`src/rtl/board_tile_writer.sv`:
```
// Write side of the board row RAM: copies the init ROM in on level start, then
// serves single-tile set/clear requests by read-modify-write and tracks set tiles.
module board_tile_writer #(
    parameter int ROWS = 21,
    parameter int COLS = 21,
    parameter int AW   = 5,
    parameter int CW   = 9
) (
    input  logic            clk,
    input  logic            reset,
    input  logic            start_load,
    output logic [AW-1:0]   rom_addr,
    input  logic [COLS-1:0] rom_data,
    output logic [AW-1:0]   ram_addr,
    input  logic [COLS-1:0] ram_rdata,
    output logic [COLS-1:0] ram_wdata,
    output logic            ram_we,
    input  logic            req_valid,
    output logic            req_ready,
    input  logic [AW-1:0]   req_x,
    input  logic [AW-1:0]   req_y,
    input  logic            req_set,
    output logic            resp_valid,
    output logic            resp_hit,
    output logic            load_done,
    output logic            busy,
    output logic [CW-1:0]   tile_count,
    output logic            board_empty
);
    localparam logic [2:0] S_IDLE = 3'd0;
    localparam logic [2:0] S_LOAD = 3'd1;
    localparam logic [2:0] S_RD   = 3'd2;
    localparam logic [2:0] S_WR   = 3'd3;
    localparam logic [2:0] S_RESP = 3'd4;

    localparam logic [AW:0] ROWS_L = (AW+1)'(ROWS);
    localparam logic [AW:0] COLS_L = (AW+1)'(COLS);
    localparam logic [CW:0] MAXT_L = (CW+1)'(ROWS * COLS);

    logic [2:0]    state_q, state_d;
    logic [AW:0]   cnt_q, cnt_d;
    logic [AW-1:0] x_q, x_d, y_q, y_d;
    logic          set_q, set_d, hit_q, hit_d;
    logic [CW-1:0] tc_q, tc_d;
    logic          loaded_q, loaded_d, done_q, done_d;

    logic            in_range;
    logic [COLS-1:0] mask;
    logic            old_bit;
    logic [CW:0]     load_sum;

    function automatic logic [CW:0] popcount(input logic [COLS-1:0] v);
        logic [CW:0] pc;
        pc = '0;
        for (int i = 0; i < COLS; i++) pc = pc + (CW+1)'(v[i]);
        return pc;
    endfunction

    assign in_range = ({1'b0, x_q} < COLS_L) && ({1'b0, y_q} < ROWS_L);
    assign mask     = COLS'(1) << x_q;
    assign old_bit  = |(ram_rdata & mask);
    assign load_sum = {1'b0, tc_q} + popcount(rom_data);

    always_comb begin
        state_d   = state_q;
        cnt_d     = cnt_q;
        x_d       = x_q;
        y_d       = y_q;
        set_d     = set_q;
        hit_d     = hit_q;
        tc_d      = tc_q;
        loaded_d  = loaded_q;
        done_d    = 1'b0;
        rom_addr  = '0;
        ram_addr  = '0;
        ram_wdata = '0;
        ram_we    = 1'b0;
        req_ready = 1'b0;
        case (state_q)
            S_IDLE: begin
                req_ready = ~start_load;
                if (start_load) begin
                    state_d = S_LOAD;
                    cnt_d   = '0;
                    tc_d    = '0;
                end else if (req_valid) begin
                    x_d      = req_x;
                    y_d      = req_y;
                    set_d    = req_set;
                    ram_addr = req_y;
                    state_d  = S_RD;
                end
            end
            S_LOAD: begin
                // ROM is one cycle behind, so cycle k reads row k and writes row k-1
                if (cnt_q < ROWS_L) rom_addr = AW'(cnt_q);
                if (cnt_q != '0) begin
                    ram_we    = 1'b1;
                    ram_addr  = AW'(cnt_q - (AW+1)'(1));
                    ram_wdata = rom_data;
                    tc_d      = (load_sum > MAXT_L) ? MAXT_L[CW-1:0] : load_sum[CW-1:0];
                end
                if (cnt_q == ROWS_L) begin
                    state_d  = S_IDLE;
                    done_d   = 1'b1;
                    loaded_d = 1'b1;
                end else begin
                    cnt_d = cnt_q + (AW+1)'(1);
                end
            end
            S_RD: begin
                ram_addr = y_q;
                state_d  = S_WR;
            end
            S_WR: begin
                ram_addr = y_q;
                hit_d    = 1'b0;
                if (in_range) begin
                    ram_we    = 1'b1;
                    ram_wdata = set_q ? (ram_rdata | mask) : (ram_rdata & ~mask);
                    hit_d     = old_bit;
                    if (set_q && !old_bit && ({1'b0, tc_q} < MAXT_L))
                        tc_d = tc_q + CW'(1);
                    else if (!set_q && old_bit && (tc_q != '0))
                        tc_d = tc_q - CW'(1);
                end
                state_d = S_RESP;
            end
            S_RESP:  state_d = S_IDLE;
            default: state_d = S_IDLE;
        endcase
    end

    always_ff @(posedge clk) begin
        if (reset) begin
            state_q  <= S_IDLE;
            cnt_q    <= '0;
            x_q      <= '0;
            y_q      <= '0;
            set_q    <= 1'b0;
            hit_q    <= 1'b0;
            tc_q     <= '0;
            loaded_q <= 1'b0;
            done_q   <= 1'b0;
        end else begin
            state_q  <= state_d;
            cnt_q    <= cnt_d;
            x_q      <= x_d;
            y_q      <= y_d;
            set_q    <= set_d;
            hit_q    <= hit_d;
            tc_q     <= tc_d;
            loaded_q <= loaded_d;
            done_q   <= done_d;
        end
    end

    assign resp_valid  = (state_q == S_RESP);
    assign resp_hit    = resp_valid & hit_q;
    assign load_done   = done_q;
    assign busy        = (state_q != S_IDLE);
    assign tile_count  = tc_q;
    assign board_empty = loaded_q && (tc_q == '0);

endmodule

```
`config.mk`:
```
export PLATFORM = sky130hd
export DESIGN_NAME = board_tile_writer
export DESIGN_NICKNAME = d
export VERILOG_FILES = /design/src/rtl/board_tile_writer.sv
export SDC_FILE = /design/constraint.sdc
export NUM_CORES = 1
export LEC_CHECK = 0
export CORE_AREA = 3 3 60 118
export DETAILED_ROUTE_END_ITERATION = 10
export DIE_AREA = 0 0 63 121
export DONT_BUFFER_PORTS = 1
export MAX_ROUTING_LAYER = met4
export PLACE_DENSITY = 0.74
export SYNTH_ARGS = -nofsm -noshare
export SYNTH_HDL_FRONTEND = slang
export SYNTH_SLANG_ARGS = --single-unit
```
`constraint.sdc`:
```
create_clock -name clk -period 14.4 [get_ports clk]
set_input_delay 2.88 -clock clk [delete_from_list [all_inputs] [get_ports clk]]
set_output_delay 2.88 -clock clk [all_outputs]
set_load 0.02 [all_outputs]
```
==> flow_summary.json, run 1 <==
{
  "die-area_um2": 7623,
  "ys_ff_latch": 32,
  "setup.worst_path.end": "tile_count[3]",
  "r2r_slack_ns": 9.34,
  "syn2layout_area_growth_pct": 4.060,
  "clock_sink_count": 32,
  "synth-edff-count": 0,
  "cp_common_cell": "fa_1",
  "cts_tree": "yes",
  "finalSetupTns_ns": 0,
  "post_cts_buffers": 0,
  "synth.largest_area_cell": "dfxtp_1",
  "finalHoldViolCount": 0,
  "cp_cell_sequence": "fa_1, inv_1, fa_1, fa_1, fa_1, fa_1, inv_1, ha_1, inv_1, fa_1, nor2b_1, o21ai_0, a21oi_1, a211oi_1, o31ai_1, nor2_1, a221oi_1, a211oi_2",
  "max_freq_mhz": 131.5,
  "cts.root.buffer_cell": "clkbuf_16",
  "fin_skew_ns": 0.005301,
  "hpwl_um": 8491,
  "endpoint_kind": "flop",
  "die_h_um": 121,
  "die_x_um": 63,
  "drt_drc_violations_left": 0,
  "core_area_um2": 6310,
  "grt-ovfl-total": 0,
  "cts-buffers-inserted": 5,
  "min_period_over_period_pct": 52.82,
  "cp_slowest_stage_delay_ns": 0.54,
  "first_pass_iters": 6,
  "syn_avg_cell_area_um2": 7.442,
  "cp.required_ns": 14.54,
  "grt_pass1_wl_um": 16220,
  "cts_buffer_depth": 2,
  "insertion_delay_ns": 0.28,
  "path_max_fanout": 4,
  "cp_data_arrival_time_ns": 7.74,
  "track_usage_pct": 27.64,
  "r2r-end": "tile_count[3]",
  "wl_per_cell_um": 18.41,
  "final_cell_mix": "nand2_1, nor2_1, inv_1",
  "hp-class": "reg -> reg",
  "path_clk_slew_ns": 0.05,
  "syn_nets": 599,
  "finalWorstSetupSlack_ns": 6.793,
  "timing.rr.start": "tile_count[0]",
  "synth_flop_cell": "dfxtp_1",
  "synthDominantCellAreaShare_pct": 17.18,
  "diodes": 0,
  "rsz0062_at_grt": "no",
  "powerDensity_nw_per_um2": 157.0,
  "htreeDepth": 2,
  "io_buffer_count": 0,
  "cp_slowest_cell": "fa_1",
  "start_util_pct": 59.09,
  "num_rows": 41,
  "maxCapViolCount": 0,
  "crit_path_start_kind": "input pin",
  "num_vias": 3544,
  "wirelength_um": 10370,
  "rr_worst_depth": 17,
  "syn_area_um2": 3729,
  "final_antenna_net_count": 0,
  "synth_cells": 501,
  "final_common_cell": "nand2_1",
  "startpoint": "rom_data[0]",
  "setup_viol": 0,
  "tightest_slew_ns": 1.154,
  "max_slew_margin_pct": 22.80,
  "status": "finished, final reports clean",
  "grt_max_degree": 30,
  "layout-drive-gt1-share_pct": 3.983,
  "ys_seq_area_share_pct": 17.18,
  "drtIter0Drc": 273,
  "synth_cell_types": 61,
  "ys_warn_count": 0,
  "ir_worst_vdd_mv": 0.09718,
  "post-route-min-period_ns": 7.607,
  "ios": 104,
  "grt_pass1_vias": 3395,
  "avgViaCountPerCell": 6.295,
  "slew_viol_final": 0,
  "routabilityCongestion": 0.9071,
  "cts-resized-gates": 0,
  "async_flop_share_pct": 0,
  "cts_hold_buf": 0,
  "power.leakage_nw": 1.616,
  "hold-path-cell-count": 2,
  "crit_type": "in -> reg",
  "ys_top_cells_by_area": "dfxtp_1, fa_1, ha_1",
  "place_ws_ns": 6.524,
  "antenna_found_initial": 0,
  "fin_nets": 574
}
==> critical path, delay by kind of cell <==
| family | cells | cell delay (ns) |
|---|---|---|
| adder cells (fa/ha/maj) | 7 | 3.04 |
| buffers and inverters | 3 | 0.19 |
| AO/OA/AOI/OAI | 6 | 1.29 |
| AND/OR/NAND/NOR | 2 | 0.34 |
==> worst min path at each step <==
stage | from | end
detailed placement | hit_q | hit_q
CTS | hit_q | hit_q
finish | hit_q | hit_q
global placement | hit_q | hit_q
global route | hit_q | hit_q
floorplan | hit_q | hit_q
==> cells in the mapped netlist (3+ instances only) <==
master / n
a211oi_1: 11
a21oi_1: 23
a221oi_1: 5
a222oi_1: 4
a2bb2oi_1: 3
and2_1: 4
and3_1: 3
buf_2: 3
clkbuf_1: 25
dfxtp_1: 32
fa_1: 17
ha_1: 24
inv_1: 46
mux2i_1: 24
nand2_1: 64
nand2b_1: 5
nand3_1: 10
nand3b_1: 6
nand4_1: 4
nor2_1: 54
nor2b_1: 8
nor3_1: 14
nor3b_1: 8
o211ai_1: 4
o21a_1: 3
o21ai_0: 29
o22ai_1: 9
xnor2_1: 10
xor2_1: 5
==> per-stage QoR <==
stage                     hold WS [ns]  instances  power (mW)  instance area [um^2]  utilization (%)
after floorplan                 0.4273        501      0.4031                  3729                -
after global placement          0.4312        555      0.4713                  3697            58.60
after CTS                       0.4465        563      0.6110                  3880            61.49
after global routing            0.4751        563      0.6636                  3880            61.49
after detailed placement        0.4398        555      0.4802                  3697            58.60
final                           0.4420        563      0.6090                  3880            61.49
==> flip-flops by register name, summed over array words and instances, names as in the netlist <==
register    cells
state_q         3
loaded_q        1
y_q             5
set_q           1
load_done       1
tile_count      9
hit_q           1
x_q             5
cnt_q           6
==> cells by family after synthesis <==
kind of cell	share of synthesized area, %
buffers and inverters	8.356
DFF	17.18
xor gates and xnor gates	4.127
AOI/OAI and AO/OA	20.07
adders and majority gates	17.18
muxes	7.852
and+or+nand+nor	25.24
==> final cells by class <==
type	count	area, um^2
Multi-Input combinational cell	391	2776
Fill cell	599	2430
Sequential cell	32	640.6
Inverter	46	172.7
Clock buffer	7	152.6
Tap cell	86	107.6
Clock inverter	1	30.03
==> layer usage <==
metal  vias up  track usage, %  wire length, um
met2       143           49.64             5425
met1      1659           24.81             3483
met3        48           6.951              697
met5         -               -                0
li1       1694               -                -
met4         0           19.23              758
==> where the power goes <==
part | total, mW | internal, mW | switching, mW
logic | 0.360 | 0.156 | 0.204
clock network | 0.127 | 0.0909 | 0.0361
registers | 0.122 | 0.0963 | 0.0260
No activity file was read; power rests on OpenSTA's default activity.
==> run 2, diff against run 1 <==
--- a/config.mk
+++ b/config.mk
@@ -5,12 +5,12 @@
 export SDC_FILE = /design/constraint.sdc
 export NUM_CORES = 1
 export LEC_CHECK = 0
-export CORE_AREA = 3 3 60 118
+export CORE_AREA = 3 3 61 119
 export DETAILED_ROUTE_END_ITERATION = 10
-export DIE_AREA = 0 0 63 121
+export DIE_AREA = 0 0 64 122
 export DONT_BUFFER_PORTS = 1
 export MAX_ROUTING_LAYER = met4
-export PLACE_DENSITY = 0.74
+export PLACE_DENSITY = 0.75
 export SYNTH_ARGS = -nofsm -noshare
 export SYNTH_HDL_FRONTEND = slang
 export SYNTH_SLANG_ARGS = --single-unit
==> constraint.sdc (replaced) <==
create_clock -name clk -period 6.86 [get_ports clk]
set_input_delay 1.372 -clock clk [delete_from_list [all_inputs] [get_ports clk]]
set_output_delay 1.372 -clock clk [all_outputs]
set_load 0.02 [all_outputs]
==> run 2 against run 1 <==
Total power rose by 110%. Register-to-register slack got worse by 7.5 ns. Critical endpoint is now tile_count[0]. Clock-buffer cell count fell by 2. Sequential power rose by 110%. Clock skew barely moved. Core utilization fell by 1.1 points. First-iteration DRC count fell by 1.8%. Via count barely moved. Worst hold slack got worse by 0.00066 ns. Die area rose by 2.4%. Sequential share of layout area barely moved. Setup slack got worse by 6.0 ns.
==> flow_summary.json, run 2 (synthesis results as in run 1) <==
{
  "timing.rr.start": "tile_count[0]",
  "finalSetupTns_ns": 0,
  "cts-resized-gates": 0,
  "post_cts_buffers": 0,
  "startpoint": "rom_data[0]",
  "clock_sink_count": 32,
  "core_area_um2": 6412,
  "antenna_found_initial": 0,
  "fin_nets": 575,
  "tightest_slew_ns": 0.9709,
  "grt-ovfl-total": 0,
  "cts_hold_buf": 0,
  "io_buffer_count": 0,
  "slew_viol_final": 0,
  "endpoint_kind": "flop",
  "first_pass_iters": 5,
  "setup.worst_path.end": "tile_count[0]",
  "largest_reg_flops": 9,
  "routabilityCongestion": 0.9427,
  "r2r-end": "tile_count[0]",
  "final_common_cell": "nand2_1",
  "final_cell_mix": "nand2_1, nor2_1, inv_1",
  "grt_pass1_vias": 3473,
  "post-route-min-period_ns": 6.112,
  "rsz0062_at_grt": "no",
  "drt_drc_violations_left": 0,
  "hpwl_um": 8556,
  "cts_tree": "yes",
  "finalHoldViolCount": 0,
  "num_vias": 3542,
  "wirelength_um": 10570,
  "num_rows": 41,
  "die_h_um": 122,
  "cp.required_ns": 6.99,
  "rr_worst_depth": 17,
  "cts-buffers-inserted": 5,
  "final_antenna_net_count": 0,
  "multi_input_area_um2": 2776,
  "drtIter0Drc": 268,
  "fin_skew_ns": 0.005022,
  "track_usage_pct": 27.66,
  "grt_max_degree": 30,
  "die_x_um": 64,
  "final_util_pct": 60.39,
  "cts.root.buffer_cell": "clkbuf_16",
  "hp-class": "reg -> reg",
  "syn2layout_area_growth_pct": 3.859,
  "path_max_fanout": 4,
  "power.leakage_nw": 1.611,
  "seq_area_um2": 640.6,
  "r2r_slack_ns": 1.84,
  "fillCellCount": 587,
  "max_freq_mhz": 163.6,
  "wl_per_cell_um": 18.74,
  "max_slew_margin_pct": 35.13,
  "ir_worst_vdd_mv": 0.2147,
  "diodes": 0,
  "cp_data_arrival_time_ns": 6.24,
  "htreeDepth": 2,
  "cts_buffer_depth": 2,
  "die-area_um2": 7808,
  "avgViaCountPerCell": 6.280,
  "path_clk_slew_ns": 0.05,
  "maxCapViolCount": 0,
  "min_period_over_period_pct": 89.10,
  "ios": 104,
  "layout-drive-gt1-share_pct": 4.184,
  "crit_path_start_kind": "input pin",
  "crit_type": "in -> reg",
  "powerDensity_nw_per_um2": 323.6,
  "insertion_delay_ns": 0.28,
  "start_util_pct": 58.15,
  "setup_viol": 0,
  "status": "finished, final reports clean",
  "grt_pass1_wl_um": 16620
}
==> run 2: cell count changes in the layout (fill, tap and decap cells not counted), sizes merged <==
cell      before  now
clkinvlp       0    1
buf            0    1
clkinv         0    1
clkbuf         7    5
==> run 2: critical path, cell delays in order <==
cell and delay [ns]:
fa_1 0.55, inv_1 0.06, fa_1 0.55, fa_1 0.45
fa_1 0.53, fa_1 0.42, inv_1 0.08, ha_1 0.18
inv_1 0.07, fa_1 0.40, nor2b_1 0.19, o21ai_0 0.18
a21oi_1 0.26, a211oi_1 0.10, o31ai_1 0.31, nor2_1 0.13
a221oi_1 0.28, a211oi_1 0.13
==> run 2: final cells by class <==
class	instances	area share, %
Clock buffer	5	3.231
Clock inverter	3	1.099
Inverter	46	4.459
Multi-Input combinational cell	391	71.70
Sequential cell	32	16.54
Tap cell	86	2.779
Timing Repair Buffer	1	0.1939
==> run 2: metrics by stage <==
stage	power (mW)	worst slack, ns	instance area (um^2)	hold WS, ns	std cells
floorplan	0.8461	0.8904	3729	0.4273	501
global placement	0.9857	0.5827	3705	0.4334	556
detailed placement	1.002	0.5317	3705	0.4414	556
CTS	1.256	0.7699	3872	0.4462	564
global route	1.365	0.3274	3872	0.4777	564
finish	1.253	0.7480	3872	0.4414	564
==> run 2: routing by layer <==
layer	vias up	track usage, %	part of all wire, %
met5	-	-	0
met4	0	17.59	6.1
met3	39	5.904	7.3
met2	162	48.48	52
met1	1651	27.01	34
li1	1690	-	-
==> run 2: power by group <==
group          leakage [nW]  switching, mW  internal (mW)
clock network        0.0798         0.0805          0.170
logic                  1.27          0.421          0.326
registers             0.261         0.0536          0.202
total                  1.61          0.555          0.698
==> run 2: how the worst min path moves through the flow <==
stage	start	endpoint	slack (ns)	cells after the start
2_1_floorplan	hit_q	hit_q	0.43	2
3_3_place_gp	hit_q	hit_q	0.43	2
3_5_place_dp	hit_q	hit_q	0.44	2
4_1_cts	hit_q	hit_q	0.45	2
5_1_grt	hit_q	hit_q	0.48	2
6_report	hit_q	hit_q	0.44	2
